File: src/rtl/spi_reg_bank_if.sv
// SPI pin bundle for spi_reg_bank: the controller drives the master side, the register bank
// uses the slave side.
interface spi_reg_bank_if;
    logic sclk;
    logic copi;
    logic ncs;
    logic cipo;
    logic cipo_oe;

    modport master (output sclk, output copi, output ncs, input cipo, input cipo_oe);
    modport slave  (input sclk, input copi, input ncs, output cipo, output cipo_oe);
endinterface

File: src/rtl/spi_reg_bank.sv
// SPI mode-0 peripheral exposing a NUM_REGS x DATA_W register bank. The SPI pins are
// oversampled into clk, and a frame is committed in the cycle after chip-select is released.
module spi_reg_bank #(
    parameter int unsigned       NUM_REGS    = 5,
    parameter int unsigned       ADDR_W      = 7,
    parameter int unsigned       DATA_W      = 8,
    parameter int unsigned       SYNC_STAGES = 2,
    parameter logic [DATA_W-1:0] RESET_VAL   = '0
) (
    input  logic                       clk,
    input  logic                       rst_n,
    spi_reg_bank_if.slave              spi,
    output logic [NUM_REGS*DATA_W-1:0] regs_q,
    output logic                       wr_stb,
    output logic [ADDR_W-1:0]          wr_addr,
    output logic                       rd_stb,
    output logic                       err_len,
    output logic                       err_addr
);
    localparam int unsigned CMD_W   = 1 + ADDR_W;
    localparam int unsigned FRAME_W = CMD_W + DATA_W;
    localparam int unsigned CNT_W   = $clog2(FRAME_W + 2);

    localparam logic [2:0] ST_IDLE  = 3'd0;
    localparam logic [2:0] ST_CMD   = 3'd1;
    localparam logic [2:0] ST_WDATA = 3'd2;
    localparam logic [2:0] ST_RDATA = 3'd3;
    localparam logic [2:0] ST_DRAIN = 3'd4;

    logic [SYNC_STAGES:0]   sclk_sync_q, sclk_sync_d;
    logic [SYNC_STAGES:0]   ncs_sync_q, ncs_sync_d;
    logic [SYNC_STAGES-1:0] copi_sync_q, copi_sync_d;
    logic                   sclk_rise, sclk_fall, ncs_rise, ncs_fall, copi_s;

    logic [2:0]        state_q, state_d;
    logic [CNT_W-1:0]  bit_cnt_q, bit_cnt_d, bit_cnt_inc;
    logic [CMD_W-1:0]  cmd_sr_q, cmd_sr_d, cmd_shift;
    logic [DATA_W-1:0] wdata_sr_q, wdata_sr_d;
    logic [DATA_W-1:0] sout_q, sout_d, rd_val;
    logic              cipo_oe_q, cipo_oe_d;
    logic              commit_q, commit_d;
    logic [DATA_W-1:0] bank_q [NUM_REGS];
    logic [DATA_W-1:0] bank_d [NUM_REGS];
    logic              wr_stb_q, wr_stb_d, rd_stb_q, rd_stb_d;
    logic              err_len_q, err_len_d, err_addr_q, err_addr_d;
    logic [ADDR_W-1:0] wr_addr_q, wr_addr_d, commit_addr;

    function automatic logic in_range(input logic [ADDR_W-1:0] addr);
        return 32'(addr) < NUM_REGS;
    endfunction

    // Edges compare the last synchroniser stage against one extra delayed copy.
    always_comb begin
        sclk_sync_d = {sclk_sync_q[SYNC_STAGES-1:0], spi.sclk};
        ncs_sync_d  = {ncs_sync_q[SYNC_STAGES-1:0], spi.ncs};
        copi_sync_d = {copi_sync_q[SYNC_STAGES-2:0], spi.copi};
        sclk_rise   = sclk_sync_q[SYNC_STAGES-1] & ~sclk_sync_q[SYNC_STAGES];
        sclk_fall   = ~sclk_sync_q[SYNC_STAGES-1] & sclk_sync_q[SYNC_STAGES];
        ncs_rise    = ncs_sync_q[SYNC_STAGES-1] & ~ncs_sync_q[SYNC_STAGES];
        ncs_fall    = ~ncs_sync_q[SYNC_STAGES-1] & ncs_sync_q[SYNC_STAGES];
        copi_s      = copi_sync_q[SYNC_STAGES-1];
    end

    always_comb begin
        cmd_shift   = {cmd_sr_q[CMD_W-2:0], copi_s};
        bit_cnt_inc = (bit_cnt_q == CNT_W'(FRAME_W + 1)) ? bit_cnt_q : bit_cnt_q + CNT_W'(1);
        commit_addr = cmd_sr_q[ADDR_W-1:0];
        rd_val      = '0;
        for (int unsigned i = 0; i < NUM_REGS; i++) begin
            if (cmd_shift[ADDR_W-1:0] == ADDR_W'(i)) rd_val = bank_q[i];
        end
    end

    always_comb begin
        state_d    = state_q;
        bit_cnt_d  = bit_cnt_q;
        cmd_sr_d   = cmd_sr_q;
        wdata_sr_d = wdata_sr_q;
        sout_d     = sout_q;
        cipo_oe_d  = cipo_oe_q;
        commit_d   = 1'b0;
        bank_d     = bank_q;
        wr_stb_d   = 1'b0;
        wr_addr_d  = wr_addr_q;
        rd_stb_d   = 1'b0;
        err_len_d  = 1'b0;
        err_addr_d = 1'b0;

        // A chip-select release wins over any sclk edge seen in the same cycle.
        if (ncs_rise) begin
            state_d   = ST_IDLE;
            cipo_oe_d = 1'b0;
            commit_d  = (state_q != ST_IDLE);
        end else begin
            case (state_q)
                ST_IDLE: begin
                    if (ncs_fall) begin
                        state_d   = ST_CMD;
                        bit_cnt_d = '0;
                    end
                end
                ST_CMD: begin
                    if (sclk_rise) begin
                        bit_cnt_d = bit_cnt_inc;
                        cmd_sr_d  = cmd_shift;
                        if (bit_cnt_q == CNT_W'(CMD_W - 1)) begin
                            if (cmd_shift[CMD_W-1]) begin
                                state_d = ST_WDATA;
                            end else begin
                                state_d   = ST_RDATA;
                                sout_d    = rd_val;
                                rd_stb_d  = 1'b1;
                                cipo_oe_d = 1'b1;
                            end
                        end
                    end
                end
                ST_WDATA: begin
                    if (sclk_rise) begin
                        bit_cnt_d  = bit_cnt_inc;
                        wdata_sr_d = {wdata_sr_q[DATA_W-2:0], copi_s};
                        if (bit_cnt_q == CNT_W'(FRAME_W - 1)) state_d = ST_DRAIN;
                    end
                end
                ST_RDATA: begin
                    if (sclk_rise) begin
                        bit_cnt_d = bit_cnt_inc;
                        if (bit_cnt_q == CNT_W'(FRAME_W - 1)) state_d = ST_DRAIN;
                    // The fall before the first data rise must keep the freshly loaded MSB.
                    end else if (sclk_fall && bit_cnt_q > CNT_W'(CMD_W)) begin
                        sout_d = {sout_q[DATA_W-2:0], 1'b0};
                    end
                end
                ST_DRAIN: begin
                    if (sclk_rise) bit_cnt_d = bit_cnt_inc;
                end
                default: state_d = ST_IDLE;
            endcase
        end

        if (commit_q) begin
            if (bit_cnt_q != CNT_W'(FRAME_W)) begin
                err_len_d = 1'b1;
            end else if (!in_range(commit_addr)) begin
                err_addr_d = 1'b1;
            end else if (cmd_sr_q[CMD_W-1]) begin
                for (int unsigned i = 0; i < NUM_REGS; i++) begin
                    if (commit_addr == ADDR_W'(i)) bank_d[i] = wdata_sr_q;
                end
                wr_stb_d  = 1'b1;
                wr_addr_d = commit_addr;
            end
        end
    end

    always_ff @(posedge clk or negedge rst_n) begin
        if (!rst_n) begin
            sclk_sync_q <= '0;
            ncs_sync_q  <= '1;
            copi_sync_q <= '0;
            state_q     <= ST_IDLE;
            bit_cnt_q   <= '0;
            cmd_sr_q    <= '0;
            wdata_sr_q  <= '0;
            sout_q      <= '0;
            cipo_oe_q   <= 1'b0;
            commit_q    <= 1'b0;
            for (int unsigned i = 0; i < NUM_REGS; i++) bank_q[i] <= RESET_VAL;
            wr_stb_q    <= 1'b0;
            wr_addr_q   <= '0;
            rd_stb_q    <= 1'b0;
            err_len_q   <= 1'b0;
            err_addr_q  <= 1'b0;
        end else begin
            sclk_sync_q <= sclk_sync_d;
            ncs_sync_q  <= ncs_sync_d;
            copi_sync_q <= copi_sync_d;
            state_q     <= state_d;
            bit_cnt_q   <= bit_cnt_d;
            cmd_sr_q    <= cmd_sr_d;
            wdata_sr_q  <= wdata_sr_d;
            sout_q      <= sout_d;
            cipo_oe_q   <= cipo_oe_d;
            commit_q    <= commit_d;
            bank_q      <= bank_d;
            wr_stb_q    <= wr_stb_d;
            wr_addr_q   <= wr_addr_d;
            rd_stb_q    <= rd_stb_d;
            err_len_q   <= err_len_d;
            err_addr_q  <= err_addr_d;
        end
    end

    always_comb begin
        regs_q = '0;
        for (int unsigned i = 0; i < NUM_REGS; i++) regs_q[i*DATA_W +: DATA_W] = bank_q[i];
    end

    assign spi.cipo    = cipo_oe_q & sout_q[DATA_W-1];
    assign spi.cipo_oe = cipo_oe_q;
    assign wr_stb      = wr_stb_q;
    assign wr_addr     = wr_addr_q;
    assign rd_stb      = rd_stb_q;
    assign err_len     = err_len_q;
    assign err_addr    = err_addr_q;
endmodule
File: src/flat_wrapper.sv
// flat-port wrapper written by rule: the top's interface ports become plain ports
module spi_reg_bank_flat 
#(
    parameter int unsigned       NUM_REGS    = 5,
    parameter int unsigned       ADDR_W      = 7,
    parameter int unsigned       DATA_W      = 8,
    parameter int unsigned       SYNC_STAGES = 2,
    parameter logic [DATA_W-1:0] RESET_VAL   = '0
)
  (clk, rst_n, regs_q, wr_stb, wr_addr, rd_stb, err_len, err_addr, spi_sclk, spi_copi, spi_ncs, spi_cipo, spi_cipo_oe);
  spi_reg_bank_if spi_i ();
  input  logic clk;
  input  logic rst_n;
  output logic [NUM_REGS*DATA_W-1:0] regs_q;
  output logic wr_stb;
  output logic [ADDR_W-1:0] wr_addr;
  output logic rd_stb;
  output logic err_len;
  output logic err_addr;
  input wire logic [$bits(spi_i.sclk)-1:0] spi_sclk;
  input wire logic [$bits(spi_i.copi)-1:0] spi_copi;
  input wire logic [$bits(spi_i.ncs)-1:0] spi_ncs;
  output wire logic [$bits(spi_i.cipo)-1:0] spi_cipo;
  output wire logic [$bits(spi_i.cipo_oe)-1:0] spi_cipo_oe;
  assign spi_i.sclk = spi_sclk;
  assign spi_i.copi = spi_copi;
  assign spi_i.ncs = spi_ncs;
  assign spi_cipo = spi_i.cipo;
  assign spi_cipo_oe = spi_i.cipo_oe;
  spi_reg_bank #(.NUM_REGS(NUM_REGS), .ADDR_W(ADDR_W), .DATA_W(DATA_W), .SYNC_STAGES(SYNC_STAGES), .RESET_VAL(RESET_VAL)) u_core (.clk(clk), .rst_n(rst_n), .spi(spi_i), .regs_q(regs_q), .wr_stb(wr_stb), .wr_addr(wr_addr), .rd_stb(rd_stb), .err_len(err_len), .err_addr(err_addr));
endmodule
File: config.mk
export PLATFORM = sky130hd
export DESIGN_NAME = spi_reg_bank_flat
export DESIGN_NICKNAME = d
export VERILOG_FILES = /design/src/rtl/spi_reg_bank_if.sv /design/src/rtl/spi_reg_bank.sv /design/src/flat_wrapper.sv
export SDC_FILE = /design/constraint.sdc
export NUM_CORES = 1
export LEC_CHECK = 0
export CORE_AREA = 4 4 91 128
export CTS_CLUSTER_SIZE = 14
export DETAILED_ROUTE_END_ITERATION = 7
export DIE_AREA = 0 0 95 132
export PLACE_DENSITY = 0.66
export SYNTH_ARGS = -nofsm -noshare
export SYNTH_HDL_FRONTEND = slang
export SYNTH_SLANG_ARGS = --single-unit
File: constraint.sdc
create_clock -name clk -period 5.7 [get_ports clk]
set_input_delay 0.855 -clock clk [delete_from_list [all_inputs] [get_ports clk]]
set_output_delay 0.855 -clock clk [all_outputs]
set_load 0.01 [all_outputs]
== Word level (Yosys, flattened, before mapping) ==
Cells that the tools add are included.

* Logic and storage cells: 132
* Bits of input ports: 5
* Output and inout port bits: 53
* Register bits after elaboration: 93

* Reduce and logical (&&, ||, !) cells: 24
* Bitwise operators: 11
* Add/subtract/negate cells: 1
* $lt $le $gt $ge: 2
* Muxes and demuxes: 43
* Equal/unequal tests: 31

{| class="wikitable"
|+ Operators with widths
! operator !! count
|-
| 8-bit two-way mux || 10
|-
| 5-bit AND reduction || 6
|-
| 7-bit by 2-bit == test with 1-bit output (second input constant) || 4
|-
| 1-bit two-way mux || 21
|-
| 3-bit two-way mux || 6
|-
| 8-bit case mux with 2 select lines || 1
|-
| 5-bit two-way mux || 3
|-
| 3-bit by 1-bit inequality test with 1-bit output (second input constant) || 5
|-
| 7-bit by 1-bit == test with 1-bit output (second input constant) || 2
|-
| 7-bit by 3-bit == test with 1-bit output (second input constant) || 2
|-
| 7-bit logical NOT || 2
|-
| 2-bit by 1-bit inequality test with 1-bit output (second input constant) || 7
|-
| 3-bit case mux with 4 select lines || 1
|-
| 5-bit case mux with 2 select lines || 1
|-
| 2-bit nonzero test || 5
|-
| 4-bit AND reduction || 2
|-
| 7-bit by 3-bit less-than comparator with 1-bit output (second input constant) || 1
|-
| 7-bit AND reduction || 1
|-
| 3-bit by 2-bit == test with 1-bit output (second input constant) || 2
|-
| 2-bit inequality test (second input constant) || 3
|-
| 1-bit inverter || 6
|-
| 3-bit AND reduction || 2
|-
| 6-bit AND reduction || 1
|-
| 5-bit by 1-bit adder with 5-bit output (second input constant) || 1
|-
| 13 further kinds || 17
|}

== Depth between registers and ports, before layout ==
Gate-level depths: netlist (run 1).

* Word-level depth: 10
* Depth in mapped cells: 7
* Gate-level depth less buffers: 7

== Least setup slack after synthesis (run 1) ==
No wires, ideal clock.

* Kind: register to register
* From: reg u_core.bit_cnt_q[0]
* To: reg u_core.bank_q (netlist bit u_core.regs_q[16])
* Setup time: 125 ps
* Arrival time: 1934 ps
* Stages on the path, launching flop included: 8
* Path slack: 3641 ps
* Clock period less this slack: 2059 ps
* Required time: 5575 ps
* Buffers on the path: 0
* Path through: dfrtp_1 inv_1 ha_1 and4bb_2 and4b_4 nand2_4 nor3b_4 mux2_2

* Word-level cells in the longest chain between the ends: 3

{| class="wikitable"
|+ RTL lines
! what !! RTL line !! source
|-
| start, declared || spi_reg_bank.sv:36 || <nowiki>logic [CNT_W-1:0] bit_cnt_q, bit_cnt_d, bit_cnt_inc;</nowiki>
|-
| start signal, assigned || spi_reg_bank.sv:179 || <nowiki>bit_cnt_q <= bit_cnt_d;</nowiki>
|-
| 5-bit inequality test || spi_reg_bank.sv:142 || <nowiki>if (bit_cnt_q != CNT_W'(FRAME_W)) begin</nowiki>
|-
| 1-bit inverter (no line) || -- ||
|-
| 5-bit AND reduction (no line) || -- ||
|-
| end signal, assigned || spi_reg_bank.sv:185 || <nowiki>bank_q <= bank_d;</nowiki>
|-
| end, declared || spi_reg_bank.sv:42 || <nowiki>logic [DATA_W-1:0] bank_q [NUM_REGS];</nowiki>
|}

Every way passes these cells.
A chain may end at the register's enable or synchronous reset.

== Worst setup path after layout (run 1) ==
* From: reg u_core.bit_cnt_q[1]
* To: reg u_core.bank_q (netlist bit u_core.regs_q[11])

Same word-level chain as after synthesis.

==> results of run 1 <==
==> kinds of logic after synthesis <==
group / count (synthesis)
flip-flops: 93
multiplexers: 77
AND/OR/NAND/NOR: 71
AO/OA/AOI/OAI: 27
buffers and inverters: 19
adder cells (fa/ha/maj): 4
XOR/XNOR: 1
==> critical path, cell delays in order (launching register included) <==
cell      delay (ps)
dfrtp_1          400
inv_1            110
ha_1             180
and4bb_2         270
and4b_4          270
nand2_4           80
nor3b_4          590
mux2_2           410
==> placed cells by master, fill, tap and decap left out, types with 5 or more instances in the layout <==
cell and count:
a221o_1 7, dfrtp_1 90, clkbuf_16 9, nor2b_1 13, nand2_1 9, inv_1 8, a21oi_1 5, nor3_1 6
mux4_2 7, clkdlybuf4s50_1 56, nor2_1 10, mux2_2 67, nand2b_1 5
==> registers in the layout, summed over array words and instances, names as in the netlist <==
signal,count
u_core.wr_stb,1
u_core.err_addr,1
u_core.state_q,3
u_core.rd_stb,1
u_core.regs_q,40
u_core.commit_q,1
u_core.bit_cnt_q,5
u_core.copi_sync_q,2
u_core.cmd_sr_q,8
u_core.wdata_sr_q,8
u_core.err_len,1
u_core.spi.cipo_oe,1
u_core.wr_addr,7
u_core.ncs_sync_q,3
u_core.sout_q,8
u_core.sclk_sync_q,3
==> cells in the mapped netlist (2+ instances only) <==
library cell and number:
nor2_1 10, a221o_1 7, and2_1 2, nand2b_1 5
buf_6 3, or3_1 2, o21ai_0 4, a211oi_1 2
mux2i_1 3, dfstp_2 3, ha_1 4, mux2_2 67
nor3b_4 4, inv_1 8, nand2_1 9, nor3_1 6
buf_2 7, mux4_2 7, a21oi_1 5, dfrtp_1 90
nand4b_1 3, o21a_1 2, nor2b_1 13, nand3_1 3
==> area by class of cell <==
class / count / share of cell area, %
clock buffer: 11 / 4.729
clock inverter: 5 / 1.633
inverter: 8 / 0.5851
multi-input combinational: 180 / 32.98
sequential: 93 / 45.42
tap: 141 / 3.437
timing repair buffer: 58 / 11.21
==> through the flow <==
stage | setup slack (ps) | total power, mW
2_1_floorplan | 3641 | 0.9053
3_3_place_gp | 3326 | 0.9476
3_5_place_dp | 3274 | 0.9542
4_1_cts | 3272 | 1.603
5_1_grt | 3158 | 1.656
6_report | 3265 | 1.581
==> layer usage <==
metal	vias up	global-route usage (%)	routed length, um
met1	1331	17.79	3557
met3	13	4.112	288
li1	1186	-	-
met4	0	5.377	169
met2	35	25.81	4655
met5	-	0	0
==> where the power goes <==
group	total [mW]	switching, mW	internal [mW]	leakage, nW
Sequential	0.781	0.0786	0.703	1.25
Clock	0.642	0.246	0.397	0.152
Combinational	0.157	0.0773	0.0800	0.911
==> final timing paths <==
path	start	depth (start not counted)	endpoint	slack (ps)
min	rst_n	1	u_core.rd_stb	310
min reg2reg	u_core.copi_sync_q[0]	0	u_core.copi_sync_q[1]	350
max reg2reg	u_core.bit_cnt_q[1]	7	u_core.regs_q[11]	3270
max in group asynchronous	rst_n	2	u_core.wr_addr[1]	4100
min in group clk	u_core.copi_sync_q[0]	0	u_core.copi_sync_q[1]	350
max	u_core.bit_cnt_q[1]	7	u_core.regs_q[11]	3270
==> results.md, run 1 <==
* FFs w/ async S/R, synth at 100.0%
* Top_reg_cell synth: dfrtp_1
* Grt ovf at 0
* Worst slew pin tran at 1128 ps
* Finished Layout Cells at 496
* Top-area cell type share of the netlist area at 54.58%
* Crit path time final at 2435 ps
* Final Slew Violations at 0
* CTS H-tree depth at 3
* Largest family of logic cells by synthesized area: multiplexers
* Setup bufs post-CTS at 0
* Share of layout cells above drive strength 1 at 29.86%
* Fillers at 965
* Final Hold Fails at 0
* Worst VDD drop at 0.0001734 V
* Adder-cell share of the synthesized area at 1.213%
* First-pass GRT wire length at 14.39 mm
* Worst skew pair latency at 340 ps
* Worst EP arrival at 2660 ps
* Pwr Density at 308.1 nW/um^2
* Worst Path Max Fanout at 8
* Via Count at 2565
* Gate Count Post-Synth at 292
* Vias/cell at 5.171
* WS Path Type: flop to flop
* Post-synthesis simple-gate area fraction at 11.89%
* Largest net degree at the start of global routing at 89
* Fin area at 5132 sq um
* Routed length per instance at 17.48 um
* # clock sinks at 93
* Worst-path clk slew at 60 ps
* RSZ-0062 raised after global routing: no
* Die W at 95 um
* Crit start category: flop
* Ys Warns at 0
* Synthesized cell area at 4126 sq um
* Initial antenna violation count at 0
* # diodes at 0
* Gp weighted congestion at 0.7920
* Vias in the first global route at 2703
* Cell leakage power at 2.313 nW
* Maximum clock frequency at 410.7 MHz
* Root Driver: clkbuf_16
* Boundary pin count at 58
* Max Root-Sink Buffers at 2
* Fin util at 48.49%
* Status: finished clean
* Layout Nets at 359
* Starting Density at 38.98%
* Tcrit/Tclk final at 42.71%
* Mux cell area share after synthesis at 22.83%
* Final setup TNS at 0 ps
* CTS Hold Buffers Added at 0
* Post-DP HPWL at 5.947 mm
* Register area at 2331 sq um
* Hold Crit Class: input pin to asynchronous set/reset pin
* Req. time, crit path at 5920 ps
* Worst Skew at 5.888 ps
* Avg Cell Area, Syn at 14.13 sq um
* Largest cells by area after synthesis: dfrtp_1 55%, mux2_2 18%, mux4_2 3.8%
* Rel. slew slack at 24.79%
* Count of state elements after synthesis at 93
* Worst Setup End Kind: flop
* DRT iter0 DRCs at 108
* Post-synthesis xor/xnor area fraction at 0.2122%
* Multi-input gate area at 1693 sq um
* Post-synthesis sequential area ratio at 56.49%
* Synth Area in Compound Gates at 4.882%
* Synth cell types at 47
* Final antenna-violating net count at 0
* Final hold slack at 307.0 ps
* Max-cap violation count at 0
* DP Cell Count at 480
* # rows at 45
* Final setup viols at 0
* Drt first pass iters at 4
* Area Growth Syn to Fin at 24.38%
* Final wirelength at 8.670 mm
* Core Area at 10590 sq um
* Yosys top cell by area: dfrtp_1
* Die footprint at 12540 sq um
* Syn_nets at 301
* DP Area at 4806 sq um
* Post-CTS Resized at 0
* GRT Total Usage at 15.05%
* Port Buf Inserts at 57
* Die Y at 132 um
* Number of synthesized flops with an enable pin at 0
* CTS Buf Count at 9
* DRC viols at 0
* CTS tree: yes
No activity file was read; power rests on OpenSTA's default activity.
==> run 2, diff against run 1 <==
==> constraint.sdc (replaced) <==
create_clock -name clk -period 2.54 [get_ports clk]
set_input_delay 0.381 -clock clk [delete_from_list [all_inputs] [get_ports clk]]
set_output_delay 0.381 -clock clk [all_outputs]
set_load 0.01 [all_outputs]
==> results.md, run 2 (same netlist as run 1, synthesis figures left out) <==
* Crit start category: flop
* DP Worst Slack at 197.1 ps (-3077 ps)
* Routed length per instance at 17.33 um (-0.85%)
* Vias in the first global route at 2733 (+1.1%)
* Die footprint at 12540 sq um (unchanged)
* Rel. slew slack at 54.47% (+30 points)
* Finished Layout Cells at 505 (+1.8%)
* Worst VDD drop at 0.0004530 V (+160%)
* Starting Density at 38.98% (unchanged)
* Grt ovf at 0 (unchanged)
* Worst reg2reg path endpoint: u_core.regs_q[21]
* Commonest cells after routing, fill and taps aside: 90 x dfrtp_1, 67 x mux2_2, 56 x clkdlybuf4s50_1, 13 x nor2b_1
* Slowest cell delay on critical path at 510 ps (-80 ps)
* GRT Total Usage at 15.26% (+0.21 points)
* Area Growth Syn to Fin at 25.95%
* Core Area at 10590 sq um (unchanged)
* Worst EP arrival at 2540 ps (-120 ps)
* Via Count at 2604 (+1.5%)
* Post-CTS Resized at 0 (unchanged)
* RR Startpoint: u_core.bit_cnt_q[0]
* Die W at 95 um (unchanged)
* Worst-path clk slew at 60 ps (about the same)
* Final setup viols at 0 (unchanged)
* # clock sinks at 93 (unchanged)
* Fin area at 5197 sq um (+1.3%)
* Total power at 3.513 mW (+120%)
* Setup bufs post-CTS at 0 (unchanged)
* Fillers at 989 (+2.5%)
* Drt first pass iters at 4 (unchanged)
* CTS Buf Count at 9 (unchanged)
* Status: finished clean
* CTS Hold Buffers Added at 0 (unchanged)
* Final wirelength at 8.752 mm (+0.95%)
* Tcrit/Tclk final at 91.66% (+49 points)
* Initial antenna violation count at 0 (unchanged)
* Worst setup margin at 211.8 ps (-3053 ps)
* Worst Path Max Fanout at 8 (unchanged)
* Reg2reg path depth at 7 (unchanged)
* Port Buf Inserts at 57 (unchanged)
* Final antenna-violating net count at 0 (unchanged)
* Worst Setup End Kind: flop
* Worst skew pair latency at 330 ps (about the same)
* Root Driver: clkbuf_16
* Final Slew Violations at 0 (unchanged)
* Reg2Reg Setup Slack at 210 ps (-3050 ps)
* Gp weighted congestion at 0.7766 (-1.9%)
* Hold Crit Class: input pin to asynchronous set/reset pin
* DRC viols at 0 (unchanged)
* Max Root-Sink Buffers at 2 (unchanged)
* Largest net degree at the start of global routing at 46 (-48%)
* Die Y at 132 um (unchanged)
* Post-DP HPWL at 6.305 mm (+6.0%)
* Worst slew pin tran at 683.0 ps (-445.1 ps)
* Layout Nets at 368 (+2.5%)
* DP Area at 4886 sq um (+1.7%)
* Final Hold Fails at 0 (unchanged)
* Crit path time final at 2328 ps (-106.5 ps)
* First-pass GRT wire length at 14.70 mm (+2.2%)
* RSZ-0062 raised after global routing: no
* Crit-path cells: inv_1 -> ha_1 -> and4bb_2 -> and4b_4 -> nand2_4 -> nor3b_4 -> mux2_2
* Share of layout cells above drive strength 1 at 31.87% (+2.0 points)
* Max-cap violation count at 0 (unchanged)
* # rows at 45 (unchanged)
* Pwr Density at 675.9 nW/um^2 (+120%)
* Req. time, crit path at 2750 ps (-3170 ps)
* Boundary pin count at 58 (unchanged)
* Top Family by Delay on Critical Path: simple AND/OR/NAND/NOR gates
* Largest register FFs at 40 (unchanged)
* CTS tree: yes
* Final setup TNS at 0 ps (unchanged)
* Vias/cell at 5.156 (-0.29%)
* Cell leakage power at 2.370 nW (+2.5%)
* Most common cell after layout, fill and taps aside: dfrtp_1
* DRT iter0 DRCs at 80 (-26%)
* CP startpoint: u_core.bit_cnt_q[0]
* Slowest cell on crit path: nor3b_4
* # diodes at 0 (unchanged)
* Maximum clock frequency at 429.5 MHz (+4.6%)
* Buf/Inv on CP at 1 (unchanged)
* WS Path Type: flop to flop
* CTS H-tree depth at 3 (unchanged)
* Worst Skew at 6.153 ps (+0.2649 ps)
* DP Cell Count at 489 (+1.9%)
-- run 2: cell count changes in the layout (fill, tap and decap cells not counted) --
cell,previous run,this run
buf_4,2,10
clkinv_2,0,3
clkbuf_8,1,3
clkinvlp_4,2,0
buf_12,0,1
bufinv_16,2,1
clkbuf_1,1,0
clkinv_4,1,0
-- run 2: area by class of cell --
cell class / instances / area, sq um / share of cell area [%]
multi-input cells: 180 / 1693 / 32.57
inverters: 8 / 30.03 / 0.5778
well taps: 141 / 176.4 / 3.394
repair buffers: 67 / 655.6 / 12.61
clock inverters: 4 / 45.04 / 0.8666
flip-flops and latches: 93 / 2331 / 44.85
clock buffers: 12 / 266.5 / 5.128
-- run 2: worst max-delay path by stage --
stage | endpoint | slack, ps | cells after the start
after floorplan | u_core.regs_q[16] | 480 | 7
after global placement | u_core.regs_q[20] | 250 | 7
after detailed placement | u_core.regs_q[21] | 200 | 7
after CTS | u_core.regs_q[21] | 190 | 7
after global routing | u_core.regs_q[22] | 60 | 7
final | u_core.regs_q[21] | 210 | 7
-- run 2: layer usage --
layer  global-route usage, %  up-vias  wire length, um
met3                   3.198       10              228
met2                   26.83       43             4807
met4                   5.377        0              133
li1                        -     1205                -
met1                   18.10     1346             3581
met5                       0        -                0
-- run 2: per-stage QoR --
| stage | hold WS [ps] | utilization, % |
|---|---|---|
| 3_5_place_dp | 337.1 | 46.16 |
| 4_1_cts | 68.24 | 49.10 |
| 6_report | 51.08 | 49.10 |
| 2_1_floorplan | 85.41 | - |
| 3_3_place_gp | 333.3 | 46.16 |
| 5_1_grt | 94.86 | 49.10 |
-- run 2: worst reg2reg max path: stages (launching register included) --
cell	delay, ps
dfrtp_1	430
inv_1	80
ha_1	150
and4bb_2	270
and4b_4	280
nand2_4	80
nor3b_4	510
mux2_2	410
-- run 2: power breakdown --
group | total (mW) | switching, mW | leakage, nW | internal (mW)
logic | 0.413 | 0.218 | 0.961 | 0.195
clock network | 1.37 | 0.533 | 0.158 | 0.838
registers | 1.73 | 0.152 | 1.25 | 1.58
total | 3.51 | 0.902 | 2.37 | 2.61
==> run 3, diff against run 2 <==
--- a/config.mk
+++ b/config.mk
@@ -9,7 +9,7 @@
 export CTS_CLUSTER_SIZE = 14
 export DETAILED_ROUTE_END_ITERATION = 7
 export DIE_AREA = 0 0 95 132
-export PLACE_DENSITY = 0.66
+export PLACE_DENSITY = 0.72
 export SYNTH_ARGS = -nofsm -noshare
 export SYNTH_HDL_FRONTEND = slang
 export SYNTH_SLANG_ARGS = --single-unit
==> constraint.sdc (replaced) <==
create_clock -name clk -period 2.54 [get_ports clk]
set_input_delay 0.381 -clock clk [delete_from_list [all_inputs] [get_ports clk]]
set_output_delay 0.381 -clock clk [all_outputs]
set_load 0.05 [all_outputs]
==> results.md, run 3 (same netlist as run 1, synthesis figures left out) <==
* Status: finished clean
* # clock sinks at 93 (unchanged)
* Crit-path cells: inv_1 -> ha_1 -> and4bb_2 -> and4b_4 -> nand2_4 -> nor3b_4 -> mux2_2
* Met1 wire length at 3.683 mm (+2.8%)
* DP Cell Count at 487 (-0.41%)
* Final hold slack at 349.8 ps (+298.8 ps)
* Met3 WL post-DR at 276 um (+21%)
* WS Path Type: flop to flop
* Top sig layer: met4
* Area Growth Syn to Fin at 26.74%
* RSZ-0062 raised after global routing: no
* Largest register FFs at 40 (unchanged)
* Grt ovf at 0 (unchanged)
* Largest net degree at the start of global routing at 44 (-4.3%)
* Worst VDD drop at 0.0004351 V (-3.9%)
* Clk pwr share at 42.0% (+3.0 points)
* Hold_sp: u_core.copi_sync_q[0]
* CTS tree: yes
* Setup bufs post-CTS at 0 (unchanged)
* Final Slew Violations at 0 (unchanged)
* Worst-path clk slew at 70 ps (about the same)
* Share of layout cells above drive strength 1 at 31.40% (-0.46 points)
* Worst EP arrival at 2570 ps (+30 ps)
* Crit start category: flop
* Req. time, crit path at 2770 ps (+20 ps)
* Final wirelength at 8.986 mm (+2.7%)
* Routed length per instance at 17.83 um (+2.9%)
* First-pass GRT wire length at 15.26 mm (+3.8%)
* Crit path time final at 2347 ps (+18.50 ps)
* RR Startpoint: u_core.bit_cnt_q[0]
* # rows at 45 (unchanged)
* Final setup viols at 0 (unchanged)
* Worst Path Max Fanout at 8 (unchanged)
* CP startpoint: u_core.bit_cnt_q[0]
* Pwr Density at 704.1 nW/um^2 (+4.2%)
* Switching Fraction at 25.23% (-0.46 points)
* Maximum clock frequency at 426.1 MHz (-0.79%)
* P_sw at 929.2 uW (+3.0%)
* Multi-input gate area at 1693 sq um (unchanged)
* Gate power share at 10.3% (-1.4 points)
* Buf/Inv on CP at 1 (unchanged)
* Gp weighted congestion at 0.8110 (+4.4%)
* CTS Hold Buffers Added at 1 (+1)
* DRT iter0 DRCs at 57 (-29%)
* Root Driver: clkbuf_16
* Die W at 95 um (unchanged)
* Post-CTS Resized at 0 (unchanged)
* Commonest cells after routing, fill and taps aside: 90 x dfrtp_1, 67 x mux2_2, 56 x clkdlybuf4s50_1, 13 x nor2b_1, 10 x nor2_1
* Reg2Reg Setup Slack at 190 ps (-20 ps)
* Final antenna-violating net count at 0 (unchanged)
* Tcrit/Tclk final at 92.39% (+0.73 points)
* Worst reg2reg path endpoint: u_core.regs_q[22]
* Final Hold Fails at 0 (unchanged)
* DRC viols at 0 (unchanged)
* GRT Total Usage at 15.75% (+0.49 points)
* Final setup TNS at 0 ps (unchanged)
* # diodes at 0 (unchanged)
* Worst slew pin tran at 790.8 ps (+107.8 ps)
* Most common cell after layout, fill and taps aside: dfrtp_1
* Layout Nets at 367 (-0.27%)
* Max Root-Sink Buffers at 2 (unchanged)
* Max-cap violation count at 0 (unchanged)
* Reg power frac at 47.7% (-1.5 points)
* Fillers at 971 (-1.8%)
* Hold Crit Class: flop to flop
* Drt first pass iters at 5 (+1)
* Worst Setup End Kind: flop
* Reg2reg path depth at 7 (unchanged)
* Initial antenna violation count at 0 (unchanged)
* Core Area at 10590 sq um (unchanged)
* Hold path depth at 0
* Met2 WL at 4.854 mm (+0.98%)
* Boundary pin count at 58 (unchanged)
* Worst Skew at 6.145 ps (-0.007970 ps)
* Starting Density at 38.98% (unchanged)
* Critical path depth at 7 (unchanged)
* Worst skew pair latency at 340 ps (about the same)
* Top Family by Delay on Critical Path: simple AND/OR/NAND/NOR gates
* Post-DP HPWL at 6.294 mm (-0.17%)
* Port Buf Inserts at 57 (unchanged)
* Rel. slew slack at 47.28% (-7.2 points)
* Via Count at 2610 (+0.23%)
* Vias in the first global route at 2873 (+5.1%)
* Slowest cell on crit path: nor3b_4
* CTS Buf Count at 9 (unchanged)
* Cell leakage power at 2.370 nW (about the same)
* Die footprint at 12540 sq um (unchanged)
* Hold EP: u_core.copi_sync_q[1]
* Register area at 2331 sq um (unchanged)
* Internal power at 2.753 mW (+5.5%)
* CTS H-tree depth at 3 (unchanged)
* Finished Layout Cells at 504 (-0.20%)
* Die Y at 132 um (unchanged)
* Slowest cell delay on critical path at 520 ps (about the same)
* Vias/cell at 5.179 (+0.43%)
[run 3: cell types whose count changed in the layout (fill, tap and decap cells not counted)]
| cell | previous run | this run |
|---|---|---|
| clkbuf_8 | 3 | 1 |
| clkinvlp_4 | 0 | 2 |
| bufinv_16 | 1 | 3 |
| dlygate4sd3_1 | 0 | 1 |
| buf_4 | 10 | 8 |
| clkinv_2 | 3 | 1 |
[run 3: power by group through the flow]
| stage | Combinational (mW) | Clock (mW) | Sequential, mW |
|---|---|---|---|
| global route | 0.428 | 1.65 | 1.78 |
| floorplan | 0.346 | 0 | 1.69 |
| CTS | 0.383 | 1.58 | 1.76 |
| finish | 0.379 | 1.55 | 1.76 |
| detailed placement | 0.384 | 0 | 1.78 |
| global placement | 0.371 | 0 | 1.77 |
[run 3: per-stage QoR]
| step | setup slack, ps | power [mW] | area [sq um] | util [%] |
|---|---|---|---|---|
| 3_3_place_gp | 291.3 | 2.141 | 4871 | 46.02 |
| 4_1_cts | 144.8 | 3.719 | 5230 | 49.41 |
| 2_1_floorplan | 480.9 | 2.035 | 4126 | - |
| 3_5_place_dp | 168.2 | 2.165 | 4871 | 46.02 |
| 5_1_grt | 57.35 | 3.856 | 5230 | 49.41 |
| 6_report | 193.3 | 3.682 | 5230 | 49.41 |
[run 3: worst max-delay path by stage]
stage / slack, ps / to
6_report: 190 / u_core.regs_q[22]
5_1_grt: 60 / u_core.regs_q[22]
4_1_cts: 140 / u_core.regs_q[20]
3_5_place_dp: 170 / u_core.regs_q[20]
3_3_place_gp: 290 / u_core.regs_q[23]
2_1_floorplan: 480 / u_core.regs_q[16]
[run 3: per-layer routing]
layer	vias up	track usage, %
met5	-	0
met4	0	5.538
met3	13	3.312
met2	56	26.95
met1	1339	19.37
li1	1202	-
[run 3: cell type report]
| cell class | count | share of cell area [%] |
|---|---|---|
| Clock inverter | 6 | 2.105 |
| Tap cell | 141 | 3.373 |
| Multi-Input combinational cell | 180 | 32.37 |
| Inverter | 8 | 0.5742 |
| Sequential cell | 93 | 44.57 |
| Timing Repair Buffer | 66 | 12.44 |
| Clock buffer | 10 | 4.569 |
